--- config.mk ---
export PLATFORM = sky130hd
export DESIGN_NAME = fc_stream_engine
export DESIGN_NICKNAME = d
export VERILOG_FILES = /design/src/rtl/fc_pkg.sv /design/src/rtl/fc_mac_lane.sv /design/src/rtl/fc_stream_engine.sv
export SDC_FILE = /design/constraint.sdc
export NUM_CORES = 2
export LEC_CHECK = 0
export CAP_MARGIN = 20
export CORE_MARGIN = 2
export CORE_UTILIZATION = 47
export CTS_BUF_LIST = sky130_fd_sc_hd__clkbuf_4
export CTS_CLUSTER_SIZE = 10
export DETAILED_ROUTE_END_ITERATION = 6
export GPL_ROUTABILITY_DRIVEN = 0
export PLACE_DENSITY_LB_ADDON = 0.1
export SKIP_LAST_GASP = 1
export SYNTH_ARGS = -nofsm -noshare
export SYNTH_HDL_FRONTEND = slang
export SYNTH_SLANG_ARGS = --single-unit
--- constraint.sdc ---
create_clock -name clk -period 24.7 [get_ports clk]
set_input_delay 6.175 -clock clk [delete_from_list [all_inputs] [get_ports clk]]
set_output_delay 6.175 -clock clk [all_outputs]
set_load 0.02 [all_outputs]
--- src/rtl/fc_pkg.sv ---
// Shared types and helpers for the fully-connected stream engine.
//   fc_state_e : engine phase (accumulate inputs, apply bias, drain results)
//   idx_width  : index width for a table of n entries, never below 1 bit
//   acc_width  : accumulator width that cannot overflow for n signed products
//   sat_to     : clamp a wide signed value into a data_w-bit signed range
package fc_pkg;

    typedef enum logic [1:0] {
        ACCUM,
        BIAS,
        DRAIN
    } fc_state_e;

    // Working width for saturation. It is wide enough for any accumulator
    // plus bias that a realistic DATA_W/IN_SIZE combination produces.
    localparam int SAT_W = 128;

    function automatic int idx_width(input int n);
        return (n > 1) ? $clog2(n) : 1;
    endfunction

    function automatic int acc_width(input int data_w, input int in_size);
        return 2 * data_w + $clog2(in_size) + 1;
    endfunction

    function automatic logic signed [SAT_W-1:0] sat_to(
        input logic signed [SAT_W-1:0] val,
        input int                      data_w
    );
        logic signed [SAT_W-1:0] hi;
        logic signed [SAT_W-1:0] lo;
        hi = (SAT_W'(1) <<< (data_w - 1)) - SAT_W'(1);
        lo = -hi - SAT_W'(1);
        if (val > hi) begin
            return hi;
        end else if (val < lo) begin
            return lo;
        end
        return val;
    endfunction

endpackage

--- src/rtl/fc_mac_lane.sv ---
// One output lane of the fully-connected engine: owns the running sum for
// output j and the finished result for that output.
//   clk, rst  : clock, synchronous active-high reset
//   accum_en  : add x*w into the running sum this cycle
//   finalize  : realign + bias + saturate (+ optional ReLU) into res, clear sum
//   relu      : clamp a negative finished result to zero
//   x, w      : input element and its weight for this lane
//   bias      : bias for this lane
//   res       : finished result, held until the next finalize
module fc_mac_lane
    import fc_pkg::*;
#(
    parameter int DATA_W = 16,
    parameter int FRAC_W = 8,
    parameter int ACC_W  = 35
) (
    input  logic                     clk,
    input  logic                     rst,
    input  logic                     accum_en,
    input  logic                     finalize,
    input  logic                     relu,
    input  logic signed [DATA_W-1:0] x,
    input  logic signed [DATA_W-1:0] w,
    input  logic signed [DATA_W-1:0] bias,
    output logic signed [DATA_W-1:0] res
);

    logic signed [ACC_W-1:0]    acc_q;
    logic signed [2*DATA_W-1:0] prod;
    logic signed [SAT_W-1:0]    biased;
    logic signed [DATA_W-1:0]   sat_res;
    logic signed [DATA_W-1:0]   res_next;

    // Operands are sign-extended before the multiply so the full product is kept.
    assign prod = (2 * DATA_W)'(x) * (2 * DATA_W)'(w);

    // Arithmetic shift gives floor rounding on the realigned sum.
    assign biased   = SAT_W'(acc_q >>> FRAC_W) + SAT_W'(bias);
    assign sat_res  = DATA_W'(sat_to(biased, DATA_W));
    assign res_next = (relu && sat_res[DATA_W-1]) ? '0 : sat_res;

    // NOTE: state registers use non-blocking assignments so every flop samples
    // the pre-edge values of its neighbours, independent of block order.
    always_ff @(posedge clk) begin
        if (rst) begin
            acc_q <= '0;
            res   <= '0;
        end else if (finalize) begin
            res   <= res_next;
            acc_q <= '0;
        end else if (accum_en) begin
            acc_q <= acc_q + ACC_W'(prod);
        end
    end

endmodule

--- src/rtl/fc_stream_engine.sv ---
// Sequential fully-connected layer: y[j] = sat((sum_k x[k]*W[k][j]) >>> FRAC_W + b[j]),
// optional ReLU. Input elements stream in one per beat, all outputs accumulate
// in parallel lanes, then results drain one per beat.
//   clk, rst          : clock, synchronous active-high reset
//   cfg_relu          : clamp negative results to zero (sampled in the bias cycle)
//   w_we/w_row/w_col/w_data : weight write port, honoured only while idle
//   b_we/b_idx/b_data : bias write port, honoured only while idle
//   in_valid/in_ready/in_data : input element stream, element index implied
//   out_valid/out_ready/out_data/out_idx/out_last : result stream
//   busy              : a vector is partially accumulated or not yet drained
module fc_stream_engine
    import fc_pkg::*;
#(
    parameter  int DATA_W   = 16,
    parameter  int FRAC_W   = 8,
    parameter  int IN_SIZE  = 3,
    parameter  int OUT_SIZE = 2,
    localparam int ACC_W    = acc_width(DATA_W, IN_SIZE),
    localparam int IW       = idx_width(IN_SIZE),
    localparam int OW       = idx_width(OUT_SIZE)
) (
    input  logic                     clk,
    input  logic                     rst,
    input  logic                     cfg_relu,
    input  logic                     w_we,
    input  logic [IW-1:0]            w_row,
    input  logic [OW-1:0]            w_col,
    input  logic signed [DATA_W-1:0] w_data,
    input  logic                     b_we,
    input  logic [OW-1:0]            b_idx,
    input  logic signed [DATA_W-1:0] b_data,
    input  logic                     in_valid,
    output logic                     in_ready,
    input  logic signed [DATA_W-1:0] in_data,
    output logic                     out_valid,
    input  logic                     out_ready,
    output logic signed [DATA_W-1:0] out_data,
    output logic [OW-1:0]            out_idx,
    output logic                     out_last,
    output logic                     busy
);

    localparam logic [IW-1:0] K_LAST  = IW'(IN_SIZE - 1);
    localparam logic [OW-1:0] O_LAST  = OW'(OUT_SIZE - 1);
    // One extra bit so an index field that can encode values >= the table
    // size is compared without wrap-around.
    localparam logic [IW:0]   IN_LIM  = (IW + 1)'(IN_SIZE);
    localparam logic [OW:0]   OUT_LIM = (OW + 1)'(OUT_SIZE);

    fc_state_e state_q, state_d;
    logic [IW-1:0] k_q;
    logic [OW-1:0] out_idx_q;

    logic signed [DATA_W-1:0] w_q [IN_SIZE][OUT_SIZE];
    logic signed [DATA_W-1:0] b_q [OUT_SIZE];
    logic signed [DATA_W-1:0] res [OUT_SIZE];

    logic beat;
    logic drain_hs;
    logic finalize;
    logic w_ok;
    logic b_ok;

    // ------------------------------------------------------------------
    // FSM
    // ------------------------------------------------------------------
    always_ff @(posedge clk) begin
        if (rst) begin
            state_q <= ACCUM;
        end else begin
            state_q <= state_d;
        end
    end

    // NOTE: every output of this block gets a default first, so no path
    // through the case statement leaves a signal unassigned (no latch).
    always_comb begin
        state_d   = state_q;
        in_ready  = 1'b0;
        out_valid = 1'b0;
        case (state_q)
            ACCUM: begin
                in_ready = 1'b1;
                if (in_valid && (k_q == K_LAST)) begin
                    state_d = BIAS;
                end
            end
            BIAS: begin
                state_d = DRAIN;
            end
            DRAIN: begin
                out_valid = 1'b1;
                if (out_ready && (out_idx_q == O_LAST)) begin
                    state_d = ACCUM;
                end
            end
            default: begin
                state_d = ACCUM;
            end
        endcase
    end

    assign beat     = in_valid && in_ready;
    assign drain_hs = out_valid && out_ready;
    assign finalize = (state_q == BIAS);
    assign busy     = (k_q != '0) || (state_q != ACCUM);

    // ------------------------------------------------------------------
    // Input element counter and drain counter
    // ------------------------------------------------------------------
    always_ff @(posedge clk) begin
        if (rst) begin
            k_q <= '0;
        end else if (beat) begin
            k_q <= (k_q == K_LAST) ? '0 : k_q + 1'b1;
        end
    end

    always_ff @(posedge clk) begin
        if (rst) begin
            out_idx_q <= '0;
        end else if (finalize) begin
            out_idx_q <= '0;
        end else if (drain_hs) begin
            out_idx_q <= (out_idx_q == O_LAST) ? '0 : out_idx_q + 1'b1;
        end
    end

    // ------------------------------------------------------------------
    // Weight / bias register files
    // ------------------------------------------------------------------
    assign w_ok = w_we && !busy && ({1'b0, w_row} < IN_LIM) && ({1'b0, w_col} < OUT_LIM);
    assign b_ok = b_we && !busy && ({1'b0, b_idx} < OUT_LIM);

    // NOTE: these are flop-based register files, not RAM macros, so they are
    // reset; an engine used before configuration then computes from zeros.
    always_ff @(posedge clk) begin
        if (rst) begin
            for (int k = 0; k < IN_SIZE; k++) begin
                for (int j = 0; j < OUT_SIZE; j++) begin
                    w_q[k][j] <= '0;
                end
            end
            for (int j = 0; j < OUT_SIZE; j++) begin
                b_q[j] <= '0;
            end
        end else begin
            if (w_ok) begin
                w_q[w_row][w_col] <= w_data;
            end
            if (b_ok) begin
                b_q[b_idx] <= b_data;
            end
        end
    end

    // ------------------------------------------------------------------
    // MAC lanes, one per output
    // ------------------------------------------------------------------
    for (genvar j = 0; j < OUT_SIZE; j++) begin : g_lane
        fc_mac_lane #(
            .DATA_W (DATA_W),
            .FRAC_W (FRAC_W),
            .ACC_W  (ACC_W)
        ) u_lane (
            .clk      (clk),
            .rst      (rst),
            .accum_en (beat),
            .finalize (finalize),
            .relu     (cfg_relu),
            .x        (in_data),
            .w        (w_q[k_q][j]),
            .bias     (b_q[j]),
            .res      (res[j])
        );
    end

    // ------------------------------------------------------------------
    // Result stream
    // ------------------------------------------------------------------
    assign out_idx  = out_idx_q;
    assign out_data = out_valid ? res[out_idx_q] : '0;
    assign out_last = out_valid && (out_idx_q == O_LAST);

endmodule

==> impl_metrics.env <==
export IMPL_syn_inst=3792
export IMPL_dr_pass1_iters=5
export IMPL_grt_max_degree=77
export IMPL_postCtsHoldBufs=0
export IMPL_syn_to_final_growth_pct=7.578
export IMPL_reg2reg_depth=25
export IMPL_min_delay_start="g_lane[1].u_lane.acc_q[0]$_SDFFE_PP0P_"
export IMPL_viasPerCell=5.206
export IMPL_cp_arrival_ps=13410
export IMPL_crit_path_start_kind="input pin"
export IMPL_yosysUniqueCellTypes=104
export IMPL_endpoint_kind="flip-flop"
export IMPL_core_sq_um=77210
export IMPL_max_freq_ghz=0.07850
export IMPL_htreeDepth=3
export IMPL_seqCellArea_sq_um=6989
export IMPL_slew_violations=0
export IMPL_nets=4803
export IMPL_tns_ps=0
export IMPL_wire_per_inst_um=19.56
export IMPL_multi_input_area_sq_um=26110
export IMPL_grt_ovfl_total=0
export IMPL_post_route_period_util_pct=51.57
export IMPL_yosysMostFrequentCell="inv_1"
export IMPL_cts_root_buf="clkbuf_4"
export IMPL_yosysWarnings=0
export IMPL_synthFlopType="edfxtp_1"
export IMPL_die_height_um=282.7
export IMPL_finalSetupViolCount=0
export IMPL_syn_area_per_cell_sq_um=9.628
export IMPL_vias=25805
export IMPL_synth_top_area_cell="fa_1"
export IMPL_ys_ff_latch=269
export IMPL_seq_area_frac_synth_pct=19.14
export IMPL_synth_edf_count=160
export IMPL_antenna_found_initial=4
export IMPL_rows=102
export IMPL_synth_top_area_share_pct=34.11
export IMPL_hold_viol_final=0
export IMPL_hold_path_class="reg2reg"
export IMPL_ant_nets=0
export IMPL_grt_pass1_wl_um=155800
export IMPL_holdPathStages=2
export IMPL_hpwl_um=75660
export IMPL_drive_above_1_share_pct=6.133
export IMPL_clkLatencyLatePin_ps=860
export IMPL_whs_endpoint="g_lane[1].u_lane.acc_q[0]$_SDFFE_PP0P_"
export IMPL_grt_pass1_vias=28082
export IMPL_dieArea_sq_um=79920
export IMPL_ys_top_cells_by_area="fa_1 (34%), edfxtp_1 (13%), ha_1 (9.0%), inv_1 (7.9%), dfxtp_1 (6.0%)"
export IMPL_outcome="finished clean"
export IMPL_worst_pin_slew_ps=1074
export IMPL_drt_iter0_drc=1462
export IMPL_n_fill_cell=7360
export IMPL_die_x_um=282.7
export IMPL_netlist_area_sq_um=36510
export IMPL_crit_fanout=32
export IMPL_cts_buffer_depth=3
export IMPL_fin_skew_ps=100.9
export IMPL_initial_utilization_pct=47.28
export IMPL_clock_sinks=269
export IMPL_cts_reportedPaths_clkPinSlew_ps=60
export IMPL_io_pins=80
export IMPL_post_cts_resize_count=0
export IMPL_rrSetupSlack_ps=16220
export IMPL_required_ps=25370
export IMPL_drv_cap=0
export IMPL_cts_tree="built"
export IMPL_r2r_end="g_lane[0].u_lane.acc_q[34]$_SDFFE_PP0P_"
export IMPL_cts_buffers=75
export IMPL_drc=0
export IMPL_crit_type="in2reg"
export IMPL_rsz0062_at_grt="no"
export IMPL_io_buffers=79
export IMPL_drt_total_wl_um=96960
export IMPL_post_cts_buffers=0
export IMPL_period_needed_ps=12740
export IMPL_synthArstFlopShare_pct=0
export IMPL_relSlewSlack_pct=28.43
export IMPL_synth_common_cells="inv_1 (765), fa_1 (622), nand2_1 (431)"
export IMPL_grt_usage_pct=25.65
critical path, cell delays in order:
cell and delay (ps):
clkdlybuf4s50_1 450, buf_4 380, nand2_1 150, fa_1 550, inv_1 50, fa_1 500
inv_1 50, fa_1 540, inv_1 50, fa_1 450, fa_1 490, inv_1 50
fa_1 470, inv_1 40, ha_1 370, a31o_2 230, a21oi_1 130, o21ai_0 130
o21ai_0 380, a31oi_1 260, a2111oi_1 550, a211oi_1 150, a211oi_1 390, a21oi_1 140
xnor2_1 160, o21ai_0 80
area by class of cell:
class                      instances  share of cell area, %
multi-input combinational       2636                  66.49
sequential                       269                  17.80
inverter                         765                  7.311
tap                             1040                  3.313
timing repair buffer             113                  2.663
clock buffer                     106                  2.026
clock inverter                    24                 0.3759
antenna                            4                0.02549
cells in the final DEF (no fill, tap or decap), types with 14 or more instances in the layout:
cell type        synthesis  final
fa_1                   622    622
edfxtp_1               160    160
nand4_1                 15     15
xnor2_1                 64     64
a221o_1                 14     14
dfxtp_1                109    107
mux4_2                  30     30
inv_1                  765    765
nand3_1                 29     29
a21o_1                  43     43
a21oi_1                141    141
mux2i_1                 20     20
o21a_1                  16     16
nor2_1                 217    217
clkdlybuf4s50_1          0     79
nor3_1                  38     38
o21ai_0                 54     54
conb_1                   1     32
buf_4                    1     34
and2_1                 294    293
clkbuf_4                 0    106
o21bai_1                18     18
xor2_1                  33     33
ha_1                   262    262
and3_1                  16     16
a211oi_1                21     20
nand2b_1                21     20
nand2_1                431    430
metal layers:
layer	GRT usage (%)	vias to the layer above	part of all wire, %	wire [um]
met1	32.83	13052	42	41110
met5	0	-	0	0
met2	45.63	571	51	49240
met3	2.898	147	4.1	3980
li1	-	12035	-	-
met4	7.787	0	2.7	2629
metrics by stage:
stage / instances / hold WS [ps] / util, % / area [sq um] / worst slack (ps)
4_1_cts: 4953 / 465.7 / 50.85 / 39260 / 12020
6_report: 4957 / 463.5 / 50.87 / 39270 / 11960
2_1_floorplan: 3823 / 436.2 / - / 36620 / 12280
3_5_place_dp: 4823 / 455.5 / 49.63 / 38320 / 11170
5_1_grt: 4957 / 491.6 / 50.87 / 39270 / 11550
3_3_place_gp: 4823 / 452.5 / 49.63 / 38320 / 11210
sequential cells by signal, indices dropped and copies added (netlist names), named ones only:
signal	flops
w_q	128
g_lane.u_lane.acc_q	70
b_q	32
g_lane.u_lane.res	32
k_q	2
state_q	2
out_idx	1
worst max path at each step:
stage | from | end | slack, ps | depth (start not counted)
2_1_floorplan | in_data[15] | g_lane[1].u_lane.acc_q[33]$_SDFFE_PP0P_ | 12280 | 26
3_3_place_gp | in_data[7] | g_lane[0].u_lane.acc_q[34]$_SDFFE_PP0P_ | 11210 | 26
3_5_place_dp | in_data[10] | g_lane[0].u_lane.acc_q[34]$_SDFFE_PP0P_ | 11170 | 24
4_1_cts | in_data[10] | g_lane[0].u_lane.acc_q[34]$_SDFFE_PP0P_ | 12020 | 24
5_1_grt | in_data[9] | g_lane[0].u_lane.acc_q[34]$_SDFFE_PP0P_ | 11550 | 24
6_report | in_data[7] | g_lane[0].u_lane.acc_q[34]$_SDFFE_PP0P_ | 11960 | 26
kinds of logic after synthesis:
logic type | after synthesis | synth area share, %
simple gates | 1131 | 15.00
buf+inv | 918 | 9.692
fa+ha+maj | 884 | 43.09
compound gates | 440 | 8.284
flops | 269 | 19.14
xor+xnor | 97 | 2.327
mux | 52 | 2.461
other cells | 1 | 0.01027
Power is left out: the tool's default activity adds up to more than one toggle a clock period on the data nets, which glitch-free logic cannot reach.
